$ cat src/rtl/aes_round_ctrl.sv
// AES round sequencer: accepts a job, requests key expansion, then paces rounds 0..Nr
// on the key expander's ready strobe while driving the datapath round controls.
module aes_round_ctrl #(
   parameter int unsigned RW = 4
) (
   input  logic          clk,
   input  logic          rst,
   input  logic          start,
   input  logic          mode,
   input  logic [3:0]    Nk,
   input  logic          key_ready,
   output logic          key_valid,
   output logic          busy,
   output logic          ld_state,
   output logic          state_en,
   output logic          first_rnd,
   output logic          last_rnd,
   output logic [RW-1:0] round,
   output logic [RW-1:0] rk_idx,
   output logic [3:0]    nr_out,
   output logic          enc_finish,
   output logic          dec_finish,
   output logic          done,
   output logic          err
);

   typedef enum logic [2:0] {StIdle, StKeyReq, StWait, StRound, StDone} stateE;

   stateE         stateQ, stateD;
   logic          modeQ;
   logic [3:0]    nrQ;
   logic [RW-1:0] roundQ;
   logic          encFinQ, decFinQ, errQ;

   logic nkLegal, accept, isLast;

   assign nkLegal = (Nk == 4'd4) || (Nk == 4'd6) || (Nk == 4'd8);
   assign accept  = (stateQ == StIdle) && start && nkLegal;
   assign isLast  = (roundQ == RW'(nrQ));

   always_ff @(posedge clk) begin
      if (!rst) begin
         stateQ <= StIdle;
      end else begin
         stateQ <= stateD;
      end
   end

   always_comb begin
      stateD = stateQ;
      unique case (stateQ)
         StIdle:   if (accept) stateD = StKeyReq;
         StKeyReq: stateD = StWait;
         StWait:   if (key_ready) stateD = StRound;
         StRound:  stateD = isLast ? StDone : StWait;
         StDone:   stateD = StIdle;
         default:  stateD = StIdle;
      endcase
   end

   // Job registers; finish flags are set on entry to DONE so they rise together with done.
   always_ff @(posedge clk) begin
      if (!rst) begin
         modeQ   <= 1'b0;
         nrQ     <= 4'd0;
         roundQ  <= '0;
         encFinQ <= 1'b0;
         decFinQ <= 1'b0;
         errQ    <= 1'b0;
      end else begin
         errQ <= (stateQ == StIdle) && start && !nkLegal;
         if (accept) begin
            modeQ   <= mode;
            nrQ     <= Nk + 4'd6;
            roundQ  <= '0;
            encFinQ <= 1'b0;
            decFinQ <= 1'b0;
         end
         if (stateQ == StRound) begin
            if (isLast) begin
               encFinQ <= !modeQ;
               decFinQ <= modeQ;
            end else begin
               roundQ <= roundQ + RW'(1);
            end
         end
      end
   end

   always_comb begin
      key_valid  = (stateQ == StKeyReq);
      busy       = (stateQ != StIdle);
      state_en   = (stateQ == StRound);
      first_rnd  = (stateQ == StRound) && (roundQ == '0);
      ld_state   = first_rnd;
      last_rnd   = (stateQ == StRound) && isLast;
      done       = (stateQ == StDone);
      round      = roundQ;
      rk_idx     = modeQ ? (RW'(nrQ) - roundQ) : roundQ;
      nr_out     = nrQ;
      enc_finish = encFinQ;
      dec_finish = decFinQ;
      err        = errQ;
   end

endmodule

$ cat config.mk
export PLATFORM = sky130hd
export DESIGN_NAME = aes_round_ctrl
export DESIGN_NICKNAME = d
export VERILOG_FILES = /design/src/rtl/aes_round_ctrl.sv
export SDC_FILE = /design/constraint.sdc
export NUM_CORES = 1
export LEC_CHECK = 0
export BUFFER_PORTS_ARGS = -buffer_cell sky130_fd_sc_hd__buf_2
export CORE_UTILIZATION = 40
export CTS_BUF_LIST = sky130_fd_sc_hd__clkbuf_2
export DETAILED_ROUTE_END_ITERATION = 7
export PLACE_DENSITY = 0.76
export RECOVER_POWER = 100
export SLEW_MARGIN = 5
export SYNTH_ARGS = -nofsm -noshare
export SYNTH_HDL_FRONTEND = slang
export SYNTH_SLANG_ARGS = --single-unit
$ cat constraint.sdc
create_clock -name clk -period 4.01 [get_ports clk]
set_input_delay 0.802 -clock clk [delete_from_list [all_inputs] [get_ports clk]]
set_output_delay 0.802 -clock clk [all_outputs]
set_load 0.02 [all_outputs]
* After elaboration in Yosys (flattened, before gate mapping)
Index checks and enable logic that the tools add are counted.
** Cells by class
- Reduce and logical (&&, ||, !) cells :: 13
- Mux-type cells :: 14
- Add/subtract/negate cells :: 3
- Equal/unequal tests :: 10
** Operators with widths (count)
- 2-to-1 mux 4 bit :: 4
- case mux 3 bit (4 select lines) :: 1
- 2-to-1 mux 3 bit :: 3
- == test 4 x 3 -> 1 bit (second input constant) :: 2
- == test 3 x 2 -> 1 bit (second input constant) :: 2
- 2-to-1 mux 1 bit :: 6
- logical AND 1 bit :: 5
- adder 4 x 1 -> 4 bit (second input constant) :: 1
- adder 4 x 3 -> 4 bit (second input constant) :: 1
- == test 4 bit :: 1
- == test 4 bit (second input constant) :: 1
- zero test 4 bit :: 1
- != test 2 bit (second input constant) :: 2
- subtractor 4 bit :: 1
- == test 3 x 1 -> 1 bit (second input constant) :: 1
- == test 3 bit (second input constant) :: 1
- zero test 3 bit :: 1
- nonzero test 3 bit :: 1
- zero test 1 bit :: 2
- logical OR 1 bit :: 2
- AND reduction 2 bit :: 1
** Word-level totals
- Bits in registers :: 15
- Input port bits :: 9
- Output and inout bits :: 22
- Logic and storage cells :: 47

* Logic depth before layout (Yosys ltp)
- Depth in word-level cells :: 7
- Depth in mapped cells :: 6
- Depth with buffers taken out :: 6

* Least setup slack after synthesis
No wires, ideal clock.
- Kind :: register to output
- Start :: reg roundQ[1], in the netlist round[1]
- End :: out rk_idx[3]
- Slack :: 1.283 ns
- Buffers on the path :: 0
- Data required time :: 3.208 ns
- Data arrival time :: 1.925 ns
- Stages on the path, launching flop included :: 7
- Cell sequence :: dfxtp_1 inv_1 ha_1 nor2b_1 o21a_1 or4_1 o211ai_1
** On the way
- Cells in the longest elaborated chain, start to end :: 2
** Ends and longest elaborated chain
- start: declaration :: RTL line 32 : logic [RW-1:0] roundQ;
- start signal: assignment :: RTL line 84 : roundQ <= roundQ + RW'(1);
- subtractor 4 bit :: RTL line 99 : rk_idx = modeQ ? (RW'(nrQ) - roundQ) : roundQ;
- 2-to-1 mux 4 bit :: RTL line 99
- end: declaration :: RTL line 19 : output logic [RW-1:0] rk_idx,
No other way between the ends.

* Worst setup path in the final report
Ends and elaborated chain as after synthesis.

==> results.cfg <==
[drt]
drt_wl_total_um = 2024
vias_per_cell = 5.264
detail-route-antenna-nets = 0
top_layer = met4
met1_length_um = 957
drt_iter0_markers = 12
vias = 858
drc = 0
avgRoutedWirePerCell_um = 12.42
met3_length_um = 95
wl_met2_um = 951
dr.pass1.iters = 4

[timing]
final_hold_viol_count = 0
slew_headroom_pct = 65.78
rsz0062_at_grt = false
post-route-period-util_pct = 78.09
clock_skew_ns = 0.003194
finalCriticalPeriod_ns = 3.132
setup_viol = 0
drv_slew = 0
worstMarginPinSlew_ns = 0.5062
final.setup.tns_ns = 0
worst_slack_ns = 0.8784
max_freq_ghz = 0.3193

[clock_tree]
post_cts_resize_count = 0
cts-buffers-inserted = 3
h-tree-depth = 1
cts_sinks = 15
postCtsSetupBuffers = 0
clockBufferDepth = 2
ctsHoldBuffers = 0
ctsRootBufferMaster = clkbuf_2
clkLatencyLatePin_ns = 0.28
cts_tree = built
path_clk_slew_ns = 0.15

[yosys]
synth_cells = 106
syn_area_per_cell_um2 = 8.676
seq_area_frac_synth_pct = 32.65
yosysWarningCount = 0
syn_nets = 122
ys_ff_latch = 15
syn_area_um2 = 919.6
synthDistinctLibCells = 44

[final_layout]
fin_area_mm2 = 0.001051
instances_no_fill = 163
drive_gt1_share_pct = 11.03
diodes = 0
fin_nets = 153
mostFrequentLayoutCells = clkbuf_1 (22), dfxtp_1 (15), nand2_1 (12)
fill_cells = 225
area_growth_pct = 14.29
layout_commonest_cell = clkbuf_1

[worst_setup_path]
cp_max_fo = 5
ff2ff_path_depth = 6
arrival_ns = 2.33
worst_setup_path_end_kind = output pin
critical_path_required_ns = 3.21
crit_chain = inv_1 -> ha_1 -> nor2b_1 -> o21a_1 -> or4_1 -> o211ai_1 -> clkbuf_1
slowest_delay_ns = 0.48
regToRegSetupSlack_ns = 2.08
start_kind = flop
worstSetupPathType = flop to output pin
slowest_stage = or4_1

[place]
gp_congestion = 0.8332
numPortBuffers = 30
dp.final_hpwl_um = 1558
dp_slack_ns = 1.287
placed_cell_area_mm2 = 0.001077
placed_cells = 159

[flow_run]
maxCapViolations = 0

[floorplan]
num_io_pins = 31
initial_core_util_pct = 44.60
dieArea_mm2 = 0.002495
fp.coreArea_mm2 = 0.002062
rows = 16
die_y_um = 49.95
dieWidth_um = 49.95

[power_and_ir_drop]
leakagePower_uw = 0.0004264
vdd.ir_drop.worst_mv = 0.1999
finalPower_uw = 267.8
p_per_area_mw_per_mm2 = 254.8

[worst_hold_path]
whs_path_depth = 2
hold_path.class = flop to flop

[grt]
antenna_found_initial = 0
grt_max_degree = 12
grt_overflow_total = 0
grt_use_total_pct = 17.64
grt_pass1_vias = 761
grt_pass1_wl_um = 3339

[run_status]
outcome = completed
-- critical path, delay by kind of cell, from the launching register on --
| family | cells | cell delay (ns) |
|---|---|---|
| AO/OA/AOI/OAI | 2 | 0.29 |
| adder cells (fa/ha/maj) | 1 | 0.32 |
| buffers and inverters | 2 | 0.37 |
| flip-flops | 1 | 0.45 |
| AND/OR/NAND/NOR | 2 | 0.62 |
-- power breakdown --
group | internal [uW] | switching (uW) | total (uW) | leakage (uW)
combinational | 15.9 | 23.6 | 39.5 | 0.000289
clock | 22.6 | 48.8 | 71.4 | 0.0000164
sequential | 152 | 4.51 | 157 | 0.000121
total | 191 | 76.9 | 268 | 0.000426
-- cell families after synthesis --
family          count (synthesis)  share of synthesized area, %
fa+ha+maj                       7                         10.34
compound gates                 21                         18.37
mux                             2                         2.177
simple gates                   43                         25.72
flops                          15                         32.65
xor+xnor                        4                         3.810
buf+inv                        14                         6.939
-- stage by stage --
step	hold WS, ns	utilization (%)
3_5_place_dp	0.4706	52.25
6_report	0.4935	50.97
4_1_cts	0.4910	53.22
2_1_floorplan	0.4933	-
3_3_place_gp	0.4559	52.25
5_1_grt	0.5317	50.97
-- final timing paths --
| path | start | endpoint |
|---|---|---|
| worst min register to register | nr_out[0] | nr_out[0] |
| worst max-delay path | round[1] | rk_idx[3] |
| worst min-delay path | nr_out[0] | nr_out[0] |
| worst max register to register | round[2] | round[1] |
-- routing by layer --
layer | vias up | track usage (%)
met2 | 25 | 28.38
met5 | - | 0
li1 | 435 | -
met1 | 394 | 23.19
met4 | 0 | 8.571
met3 | 4 | 1.852
-- flip-flops by register name (all words and copies together) (netlist names) --
signal and cells:
dec_finish 1, err 1, nr_out 4, stateQ 3, enc_finish 1, round 4
modeQ 1
-- final cells by class --
cell class                 instances  area, um2  share of cell area (%)
inverter                          10      37.54                   3.571
sequential                        15      300.3                   28.57
timing repair buffer              30      122.6                   11.67
multi-input combinational         77      536.8                   51.07
clock inverter                     1      5.005                  0.4762
clock buffer                       3      15.01                   1.429
tap                               27      33.78                   3.214
-- cell usage after synthesis, drive strengths merged --
cell     instances  area share (%)
o22ai            1            0.68
inv              9             3.7
nor3b            2             1.6
o41ai            1            0.95
a211oi           2             2.7
mux2i            2             2.2
a31o             1            0.95
or4              1            0.82
o2111ai          2             1.9
nor2             7             3.1
o21ba            1             1.8
o32ai            1            0.95
o21ai            3             1.6
o21bai           1            0.82
nor3             6             3.8
or3              1            0.68
nor2b            1            0.68
o31ai            1            0.82
nor4b            2             1.9
nand3b           1            0.82
fa               1             2.2
buf              2             2.0
o21a             1            0.82
nand2           12             4.9
xnor2            2             1.9
nand2b           2             1.4
ha               6             8.2
or4b             1             1.5
and3             2             1.4
nand3            2             1.1
clkinv           1            0.41
and2             1            0.68
clkbuf           2            0.82
dfxtp           15              33
xor2             2             1.9
o211ai           2             1.6
a32o             1             1.1
or2              1            0.68
a21oi            3             1.6
nor4             1            0.68
(Power assumes the default switching activity.)
